### config.mk
export PLATFORM = sky130hd
export DESIGN_NAME = fetch_sequencer
export DESIGN_NICKNAME = d
export VERILOG_FILES = /design/src/rtl/fetch_sequencer.sv
export SDC_FILE = /design/constraint.sdc
export NUM_CORES = 1
export LEC_CHECK = 0
export ABC_AREA = 1
export BUFFER_PORTS_ARGS = -buffer_cell sky130_fd_sc_hd__buf_2
export CORE_ASPECT_RATIO = 1.4
export CORE_MARGIN = 8
export CORE_UTILIZATION = 48
export DETAILED_ROUTE_END_ITERATION = 16
export PLACE_DENSITY = 0.78
export REMOVE_ABC_BUFFERS = 1
export SLEW_MARGIN = 0
export SYNTH_ARGS = -nofsm -noshare
export SYNTH_HDL_FRONTEND = slang
export SYNTH_SLANG_ARGS = --single-unit
export TNS_END_PERCENT = 50
### constraint.sdc
create_clock -name clk -period 1.6 [get_ports clk]
set_clock_uncertainty 0.2 [all_clocks]
set_input_delay 0.08 -clock clk [delete_from_list [all_inputs] [get_ports clk]]
set_output_delay 0.08 -clock clk [all_outputs]
set_load 0.01 [all_outputs]
### src/rtl/fetch_sequencer.sv
// Instruction fetch sequencer: drives PC commands, issues memory reads and
// presents each fetched byte to the decoder with a valid/ready handshake.
module fetch_sequencer #(
  parameter logic [7:0] RESET_VECTOR = 8'h00
) (
  input  logic       clk,
  input  logic       clear_n,
  input  logic [7:0] pc_count,
  output logic       pc_clear,
  output logic       pc_load,
  output logic       pc_enable,
  output logic [7:0] pc_data,
  output logic       mem_req,
  output logic [7:0] mem_addr,
  input  logic       mem_ack,
  input  logic [7:0] mem_rdata,
  output logic [7:0] instr,
  output logic       instr_valid,
  input  logic       instr_ready,
  input  logic       branch_req,
  input  logic [7:0] branch_target,
  input  logic       halt_req,
  output logic       halted
);

  typedef enum logic [2:0] {INIT, LOAD, FETCH, HOLD, HALT} state_t;

  state_t     state, state_d;
  logic       pc_clear_d, pc_load_d, pc_enable_d, mem_req_d, instr_valid_d, halted_d;
  logic [7:0] pc_data_d, mem_addr_d, instr_d;
  logic       handshake;

  assign handshake = instr_valid & instr_ready;

  always_ff @(posedge clk or negedge clear_n) begin
    if (!clear_n) begin
      state       <= INIT;
      pc_clear    <= 1'b1;
      pc_load     <= 1'b0;
      pc_enable   <= 1'b0;
      pc_data     <= '0;
      mem_req     <= 1'b0;
      mem_addr    <= '0;
      instr       <= '0;
      instr_valid <= 1'b0;
      halted      <= 1'b0;
    end else begin
      state       <= state_d;
      pc_clear    <= pc_clear_d;
      pc_load     <= pc_load_d;
      pc_enable   <= pc_enable_d;
      pc_data     <= pc_data_d;
      mem_req     <= mem_req_d;
      mem_addr    <= mem_addr_d;
      instr       <= instr_d;
      instr_valid <= instr_valid_d;
      halted      <= halted_d;
    end
  end

  always_comb begin
    state_d = state;
    case (state)
      INIT:  state_d = LOAD;
      LOAD:  state_d = FETCH;
      FETCH: if (mem_ack) state_d = HOLD;
      HOLD: begin
        if (branch_req)     state_d = LOAD;
        else if (handshake) state_d = halt_req ? HALT : FETCH;
      end
      HALT:  state_d = HALT;
      default: state_d = INIT;
    endcase
  end

  // Outputs are registered from the next state. mem_addr anticipates the PC
  // register: it takes the loaded value after LOAD and the incremented value
  // when HOLD is left in the same cycle as the pc_enable pulse.
  always_comb begin
    pc_clear_d    = 1'b0;
    pc_load_d     = 1'b0;
    pc_enable_d   = 1'b0;
    mem_req_d     = 1'b0;
    instr_valid_d = 1'b0;
    halted_d      = 1'b0;
    pc_data_d     = pc_data;
    mem_addr_d    = mem_addr;
    instr_d       = instr;
    case (state_d)
      INIT: pc_clear_d = 1'b1;
      LOAD: begin
        pc_load_d = 1'b1;
        pc_data_d = (state == INIT) ? RESET_VECTOR : branch_target;
      end
      FETCH: begin
        mem_req_d = 1'b1;
        if (state == LOAD)      mem_addr_d = pc_data;
        else if (state == HOLD) mem_addr_d = pc_enable ? pc_count + 8'd1 : pc_count;
      end
      HOLD: begin
        instr_valid_d = 1'b1;
        if (state == FETCH) begin
          pc_enable_d = 1'b1;
          instr_d     = mem_rdata;
        end
      end
      HALT: halted_d = 1'b1;
      default: pc_clear_d = 1'b1;
    endcase
  end

endmodule

==> results of run 1 <==
==> area by class of cell <==
| class | instances | area, um2 | share of cell area (%) |
|---|---|---|---|
| clock buffers | 7 | 96.3 | 4.06 |
| inverters | 16 | 60.1 | 2.53 |
| multi-input cells | 149 | 761 | 32.1 |
| clock inverters | 1 | 5.00 | 0.211 |
| well taps | 40 | 50.0 | 2.11 |
| flip-flops and latches | 33 | 830 | 35.0 |
| repair buffers | 89 | 569 | 24.0 |
==> worst max path at each step <==
stage                     depth (start not counted)  slack (ps)           to
after floorplan                                   8        -100  mem_addr[3]
after global placement                            6          70   pc_data[3]
after detailed placement                          7          30   pc_data[7]
after CTS                                         7           9   pc_data[7]
after global routing                              7         -30  mem_addr[4]
final                                             8           8  mem_addr[2]
==> worst reg2reg max path: cells and delay by family, from the launching register on <==
kind	cells	cell delay [ps]
and+or+nand+nor	6	540
DFF	1	440
buffers and inverters	2	300
==> layer usage <==
metal,vias up,GRT usage (%),wire length [um]
met5,-,0,0
met4,0,7.77,103
met3,10,5.59,319
met2,59,32.4,2640
met1,739,17.0,1650
li1,810,-,-
==> stage by stage <==
stage	hold slack (ps)	area (um2)	power, uW
floorplan	-416	1590	2570
global placement	-71.2	1970	3200
detailed placement	-71.7	1970	3260
CTS	1.87	2270	4050
global route	46.6	2370	4620
finish	4.39	2370	4300
==> cell families (layout without fill, tap and decap cells) <==
logic type               after synthesis  in the layout  synth area share [%]
adder cells (fa/ha/maj)                1              1                 0.778
AND/OR/NAND/NOR                      130            130                  34.5
buffers and inverters                 18            113                  4.75
AO/OA/AOI/OAI                         17             17                  8.02
flip-flops                            33             33                  51.4
XOR/XNOR                               1              1                 0.545
==> timing repair <==
item                                   4_1_cts  5_1_grt
resized for setup                            0       19
hold buffers                                19        0
gates cloned                                 0        1
endpoints found under the hold margin       51        0
pin swaps                                    1        5
buffers inserted                             2        4
setup endpoints to repair                    1       24
==> flip-flops by register name (all words and copies together) (netlist names) <==
signal and flops:
pc_enable 1, pc_clear 1, state 3, pc_load 1, pc_data 8, mem_req 1
halted 1, instr_valid 1, mem_addr 8, instr 8
==> cell usage in the layout, fill, tap and decap left out, drive strengths merged <==
master       instances
a32o                 2
clkinv               2
nand3b               1
ha                   1
buf                 70
a21oi                2
dfrtp               32
xnor2                1
nand2              105
o21ai               13
inv                 15
nand3               12
dlygate4sd3         19
dfstp                1
nor3                 1
clkbuf               7
nor2                11
==> power breakdown <==
group	switching (uW)	leakage (uW)	internal [uW]
sequential	255	0.000411	1200
combinational	1300	0.000863	858
clock	299	0.0000542	389
==> impl_results.md, run 1 <==
- Layout cells sized above 1: 36.9%
- Minimum clock period after layout: 1590 ps
- Most instantiated cells after synthesis: nand2_1, dfrtp_1, inv_1
- Vias: 1618
- Avg WL per Cell: 14.1 um
- Avg Inst Size Synth: 8.04 um2
- Total gr overflow: 0
- Final setup violation count: 0
- Yosys top cell by area: dfrtp_1
- Worst Path Class, Setup: flop to flop
- R2R cell count: 8
- Final-layout fill cell count: 271
- Router iterations before antenna repair: 4
- 1st-iter DRT viols: 38
- Fin. Hold Viols: 0
- CP max stage cell: dfrtp_2
- Residual DRC: 0
- Place WS: 27.5 ps
- Max-slew headroom: 70.9%
- Layout Cells excl Fill: 335
- Worst-margin pin slew: 436 ps
- R2r endpoint: mem_addr[2]
- Final worst slack: 8.25 ps
- Largest cells by area after synthesis: dfrtp_1, nand2_1, o21ai_2
- Final Wtd Congestion: 0.837
- Synth top area share: 49.8%
- Initial Util: 49.0%
- Syn. warnings: 0
- Final period utilization: 99.5%
- Worst vdd ir: 1120 uV
- Crit. Startpoint: state[2]
- Chip Width: 64.9 um
- Vias in the first global route: 1698
- Vias/cell: 4.83
- Ordered cell list for the critical path: buf_4, nor2_4, nand2_2, nand2_4, nor3_4, buf_4, nand2_2, nand2_1
- Crit path arrival time: 1560 ps
- Final nets: 325
- IO Port Bufs: 59
- FF+latch count, synth: 33
- Worst-Skew Late Latency: 280 ps
- Hold crit path type: input pin to flop
- Most frequent cell after synthesis: nand2_1
- First-pass GRT wire length: 7670 um
- Num rows: 25
- Pleak: 0.00133 uW
- Inst Count DP: 301
- Post-synth ARST share: 100%
- Post-synthesis cell type count: 21
- Worst path max stage delay: 440 ps
- Initial antenna violation count: 0
- Hold Path Stages: 3
- Antenna Diode Count: 0
- Post-route ant nets: 0
- Min-Delay Endpoint: state[2]
- Type of element capturing the critical path: flop
- Core area: 3280 um2
- GRT Util Overall: 17.6%
- Largest net degree at the start of global routing: 34
- Layout area overhead: 47.5%
- CTS max path bufs: 2
- HP Start: branch_req
- Number of flops mapped to enable cells by yosys: 0
- DP Wirelength: 3210 um
- Mapped Cells: 200
- Setup TNS: 0 ps
- PD cells: 1810 nW/um2
- RR Startpoint: state[2]
- Post-layout util: 72.2%
- CTS tree: yes
- RSZ-0062 raised after global routing: true
- Die ar.: 5480 um2
- CTS Sinks: 33
- Top_reg_cell synth: dfrtp_1
- Post-Syn Area: 1610 um2
- Peak Freq: 628 MHz
- Crit-path leading delay family: simple AND/OR/NAND/NOR gates
- H-tree depth: 2
- Root buffer cell: clkbuf_8
- Max Slew Vio Count: 0
- Status: finished, final reports clean
- Max-cap check violation count: 0
- Io pins: 60
- CP Buf/Inv Count: 2
- Final WL: 4720 um
- Crit Path Max Fanout: 5
- Clk slew on worst S/H paths: 70 ps
- Startpoint class of the critical path: flop
- CP required: 1570 ps
- Die height: 84.5 um
- R2R setup slack: 8 ps
- Register area share after synthesis: 51.4%
- TritonCTS Buffers: 5
(Power assumes the default switching activity.)
==> run 2, diff against run 1 <==
- CORE_UTILIZATION: 48 -> 52
- PLACE_DENSITY: 0.78 -> 0.84
- clock period: 1.6 -> 2 ns (I/O delays scaled with it)
==> impl_results.md, run 2 (synthesis results as in run 1) <==
- R2R setup slack: 360 ps (was 8 ps)
- Layout cells sized above 1: 30.9% (was 36.9%)
- H-tree depth: 2 (unchanged)
- Pleak: 0.00126 uW (was 0.00133 uW)
- Int Power: 1730 uW (was 2450 uW)
- Die height: 81.8 um (was 84.5 um)
- Root buffer cell: clkbuf_8 (unchanged)
- Residual DRC: 0 (unchanged)
- Sw Share: 44.4% (was 43.1%)
- Initial Util: 53.0% (was 49.0%)
- CP required: 1980 ps (was 1570 ps)
- Crit path to: pc_data[3] (was mem_addr[2])
- CTS max path bufs: 2 (unchanged)
- Hold crit path type: input pin to flop (unchanged)
- Die ar.: 5150 um2 (was 5480 um2)
- Crit. Startpoint: state[1] (was state[2])
- Power share of the clock group: 15.9% (was 16.0%)
- CP Buf/Inv Count: 0 (was 2)
- Most frequent cells in the layout: nand2_1, buf_2, dfrtp_1 (unchanged)
- CTS Sinks: 33 (unchanged)
- Minimum clock period after layout: 1640 ps (was 1590 ps)
- Worst Path Class, Setup: flop to flop (unchanged)
- Peak Freq: 611 MHz (was 628 MHz)
- Final WL: 4510 um (was 4720 um)
- Num rows: 24 (was 25)
- Status: finished, final reports clean (unchanged)
- Crit path arrival time: 1620 ps (was 1560 ps)
- Hold Path Stages: 3 (unchanged)
- Router iterations before antenna repair: 4 (unchanged)
- Worst path max stage delay: 430 ps (was 440 ps)
- Final setup violation count: 0 (unchanged)
- Worst-Skew Late Latency: 290 ps (was 280 ps)
- CP max stage cell: dfrtp_1 (was dfrtp_2)
- Worst vdd ir: 1050 uV (was 1120 uV)
- Crit Path Max Fanout: 17 (was 5)
- TritonCTS Buffers: 5 (unchanged)
- Vias: 1597 (was 1618)
- Most common cell after layout, fill and taps aside: nand2_1 (unchanged)
- Type of element capturing the critical path: flop (unchanged)
- Worst-margin pin slew: 723 ps (was 436 ps)
- First-pass GRT wire length: 7580 um (was 7670 um)
- CTS tree: yes (unchanged)
- DP Wirelength: 3160 um (was 3210 um)
- Max-slew headroom: 51.8% (was 70.9%)
- Final Wtd Congestion: 0.840 (was 0.837)
- Post-route ant nets: 0 (unchanged)
- Initial antenna violation count: 0 (unchanged)
- GRT Util Overall: 18.5% (was 17.6%)
- Most frequent CP cell: nor2_1
- Max Slew Vio Count: 0 (unchanged)
- Total gr overflow: 0 (unchanged)
- Top Registers: instr (8), mem_addr (8), pc_data (8) (unchanged)
- Final nets: 315 (was 325)
- Combinational Power Share: 46.9% (was 50.2%)
- Sequential Area: 827 um2 (was 830 um2)
- Startpoint class of the critical path: flop (unchanged)
- 1st-iter DRT viols: 67 (was 38)
- Post-layout util: 73.2% (was 72.2%)
- Vias/cell: 4.93 (was 4.83)
- Avg WL per Cell: 13.9 um (was 14.1 um)
- Final-layout fill cell count: 218 (was 271)
- Number of stages on the worst setup path: 6 (was 8)
- RR Startpoint: state[1] (was state[2])
- Final period utilization: 81.8% (was 99.5%)
- R2R cell count: 6 (was 8)
- Ordered cell list for the critical path: nor2_1, nor2_1, nand2_2, nand2_4, nand2_1, o21ai_2 (was buf_4, nor2_4, nand2_2, nand2_4, nor3_4, buf_4, nand2_2, nand2_1)
- Crit-path leading delay family: simple AND/OR/NAND/NOR gates (unchanged)
- Post_cts resized: 0 (unchanged)
- Layout area overhead: 38.1% (was 47.5%)
- PD cells: 1400 nW/um2 (was 1810 nW/um2)
- RSZ-0062 raised after global routing: false (was true)
- Footprint of the multi-input gates: 704 um2 (was 761 um2)
- Sequential Power Share: 37.2% (was 33.8%)
- IO Port Bufs: 59 (unchanged)
- Vias in the first global route: 1675 (was 1698)
- Io pins: 60 (unchanged)
- Switching pwr: 1380 uW (was 1850 uW)
- R2r endpoint: pc_data[3] (was mem_addr[2])
- Clk slew on worst S/H paths: 70 ps (about the same)
- Antenna Diode Count: 0 (unchanged)
- Largest net degree at the start of global routing: 34 (unchanged)
- Chip Width: 63.0 um (was 64.9 um)
- Core area: 3030 um2 (was 3280 um2)
- Setup TNS: 0 ps (unchanged)
- Max-cap check violation count: 0 (unchanged)
- Fin. Hold Viols: 0 (unchanged)
-- run 2: worst min-delay path by stage --
stage | start | end | slack [ps]
3_5_place_dp | clear_n | instr_valid | 0.4
4_1_cts | branch_req | halted | 10
2_1_floorplan | clear_n | halted | -400
6_report | branch_req | halted | 20
3_3_place_gp | clear_n | halted | -10
5_1_grt | branch_req | halted | 30
-- run 2: layout make-up --
class / instances / share of cell area (%)
Sequential cell: 33 / 37.3
Multi-Input combinational cell: 149 / 31.7
Clock inverter: 3 / 0.789
Clock buffer: 5 / 3.10
Inverter: 16 / 2.71
Timing Repair Buffer: 79 / 22.2
Tap cell: 39 / 2.20
-- run 2: worst register-to-register path, stage by stage (launching register included) --
cell and delay [ps]:
dfrtp_1 430, nor2_1 260, nor2_1 80, nand2_2 170, nand2_4 180, nand2_1 140, o21ai_2 60
-- run 2: power by group through the flow --
stage          logic (uW)  clock network (uW)  registers (uW)
6_report             1460                 496            1160
5_1_grt              1650                 525            1190
4_1_cts              1460                 503            1150
3_5_place_dp         1430                   0            1160
3_3_place_gp         1390                   0            1150
2_1_floorplan         802                   0            1260
-- run 2: metrics by stage --
| stage | area (um2) | instances | total power [uW] | worst slack [ps] | hold WS, ps |
|---|---|---|---|---|---|
| after floorplan | 1590 | 198 | 2060 | 295 | -396 |
| after global routing | 2220 | 324 | 3370 | 163 | 34.0 |
| after detailed placement | 1940 | 297 | 2590 | 382 | 0.434 |
| after global placement | 1940 | 297 | 2540 | 383 | -11.0 |
| after CTS | 2220 | 324 | 3120 | 369 | 10.0 |
| final | 2220 | 324 | 3120 | 363 | 19.4 |
-- run 2: what timing repair did --
item                                   in CTS  in global routing
setup buffers                               0                  0
hold buffers                               19                  0
setup endpoints to repair                   0                  0
endpoints found under the hold margin      50                  0
-- run 2: metal layers --
layer / global-route usage [%] / share of wire (%)
met1: 18.3 / 36
met5: 0 / 0
met3: 6.00 / 7.4
met4: 8.01 / 1.7
met2: 34.8 / 55
==> run 3, diff against run 2 <==
- CORE_UTILIZATION: 52 -> 48
- PLACE_DENSITY: 0.84 -> 0.78
- clock period: 2 -> 1.52 ns (I/O delays scaled with it)
==> impl_results.md, run 3 (synthesis results as in run 1) <==
- Inst Count DP: 306 (was 297)
- CTS tree: yes (unchanged)
- Root buffer cell: clkbuf_8 (unchanged)
- Final WL: 5050 um (was 4510 um)
- Most frequent cells in the layout: nand2_1, buf_2, dfrtp_1 (unchanged)
- Total Power Consumption: 4850 uW (was 3120 uW)
- Final nets: 332 (was 315)
- RSZ-0062 raised after global routing: true (was false)
- H-tree depth: 2 (unchanged)
- Pleak: 0.00137 uW (was 0.00126 uW)
- Ordered cell list for the critical path: inv_1, o21ai_2, nand2_4, nor3_4, buf_6, nand2_1, nand2_1 (was nor2_1, nor2_1, nand2_2, nand2_4, nand2_1, o21ai_2)
- R2R cell count: 7 (was 6)
- Initial Util: 49.0% (was 53.0%)
- Worst-margin pin slew: 415 ps (was 723 ps)
- Max Slew Vio Count: 0 (unchanged)
- Initial antenna violation count: 0 (unchanged)
- Top Registers: instr (8), mem_addr (8), pc_data (8) (unchanged)
- CTS max path bufs: 2 (unchanged)
- Post-route ant nets: 0 (unchanged)
- Avg WL per Cell: 14.8 um (was 13.9 um)
- Die ar.: 5480 um2 (was 5150 um2)
- IO Port Bufs: 59 (unchanged)
- Most common cell after layout, fill and taps aside: nand2_1 (unchanged)
- Final period utilization: 104% (was 81.8%)
- Most frequent CP cell: nand2_1 (was nor2_1)
- CTS Sinks: 33 (unchanged)
- Crit path arrival time: 1600 ps (was 1620 ps)
- Final setup violation count: 7 (was 0)
- Final-layout fill cell count: 232 (was 218)
- Place WS: -75.5 ps (was 382 ps)
- Layout area overhead: 54.4% (was 38.1%)
- Final worst slack: -53.4 ps (was 363 ps)
- Max-cap check violation count: 0 (unchanged)
- Largest net degree at the start of global routing: 34 (unchanged)
- Max-slew headroom: 72.4% (was 51.8%)
- Die height: 84.5 um (was 81.8 um)
- Type of element capturing the critical path: flop (unchanged)
- PD cells: 1950 nW/um2 (was 1400 nW/um2)
- Vias in the first global route: 1796 (was 1675)
- Vias/cell: 4.97 (was 4.93)
- CP max stage cell: dfrtp_2 (was dfrtp_1)
- Crit Path Max Fanout: 5 (was 17)
- Fin. Hold Viols: 0 (unchanged)
- Vias: 1700 (was 1597)
- Hold WS: 32.3 ps (was 19.4 ps)
- Antenna Diode Count: 0 (unchanged)
- Status: finished, violations left (was finished, final reports clean)
- Worst path max stage delay: 430 ps (about the same)
- Total gr overflow: 0 (unchanged)
- Startpoint class of the critical path: flop (unchanged)
- Chip Width: 64.9 um (was 63.0 um)
- Hold Path Stages: 6 (was 3)
- GRT Util Overall: 17.9% (was 18.5%)
- TritonCTS Buffers: 5 (unchanged)
- Final Wtd Congestion: 0.864 (was 0.840)
- Layout Cells excl Fill: 342 (was 324)
- First-pass GRT wire length: 7810 um (was 7580 um)
- Core area: 3280 um2 (was 3030 um2)
- Layout cells sized above 1: 41.4% (was 30.9%)
- Minimum clock period after layout: 1570 ps (was 1640 ps)
- Worst-Skew Late Latency: 290 ps (about the same)
- Worst Path Class, Setup: flop to flop (unchanged)
- Io pins: 60 (unchanged)
- Router iterations before antenna repair: 6 (was 4)
- Num rows: 25 (was 24)
- Post-layout util: 75.6% (was 73.2%)
- 1st-iter DRT viols: 102 (was 67)
- Clk slew on worst S/H paths: 70 ps (about the same)
- CP required: 1550 ps (was 1980 ps)
- Peak Freq: 636 MHz (was 611 MHz)
- Failing checks: negative setup slack
- Worst vdd ir: 1410 uV (was 1050 uV)
- Hold crit path type: input pin to flop (unchanged)
- DP Wirelength: 3260 um (was 3160 um)
- Residual DRC: 0 (unchanged)
[run 3: per-layer routing]
metal  global-route usage (%)  routed length [um]  share of wire [%]  vias to the layer above
li1                         -                   -                  -                      822
met1                     16.6                1800                 36                      793
met2                     33.4                2790                 55                       70
met3                     6.39                 324                6.4                       15
met4                     7.77                 138                2.7                        0
met5                        0                   0                  0                        -
[run 3: report_power, final]
part,switching [uW],internal (uW)
Combinational,1490,1080
Clock,329,409
Sequential,274,1260
Total,2090,2750
[run 3: area by class of cell]
cell class	count	area (um2)	share of cell area [%]
Sequential cell	33	831	33.5
Multi-Input combinational cell	149	783	31.6
Timing Repair Buffer	96	653	26.3
Clock buffer	7	96.3	3.88
Inverter	16	63.8	2.57
Tap cell	40	50.0	2.02
Clock inverter	1	5.00	0.202
[run 3: through the flow]
step | instance area (um2) | setup TNS [ps]
final | 2480 | -93.8
after global routing | 2480 | -1060
after CTS | 2370 | 0
after detailed placement | 2000 | -584
after global placement | 2000 | -316
after floorplan | 1590 | -1130
[run 3: final timing paths]
path                       slack [ps]        start          end
max in group asynchronous         650      clear_n     pc_clear
min in group asynchronous         140      clear_n   pc_data[4]
min                                30  pc_count[6]  mem_addr[6]
max                               -50     state[1]  mem_addr[0]
max reg2reg                       -50     state[1]  mem_addr[0]
min reg2reg                       280     instr[2]     instr[2]
[run 3: what timing repair did]
action / in CTS / in global routing
endpoints found under the setup margin: 16 / 25
buffers inserted: 4 / 5
resized for setup: 7 / 25
hold buffers: 20 / 0
hold endpoints to repair: 54 / 0
pin swaps: 4 / 12
[run 3: critical path: cells and delay by family (launching register included)]
kind	cells	cell delay [ps]
simple gates	4	470
flops	1	430
compound gates	1	190
buf+inv	2	220
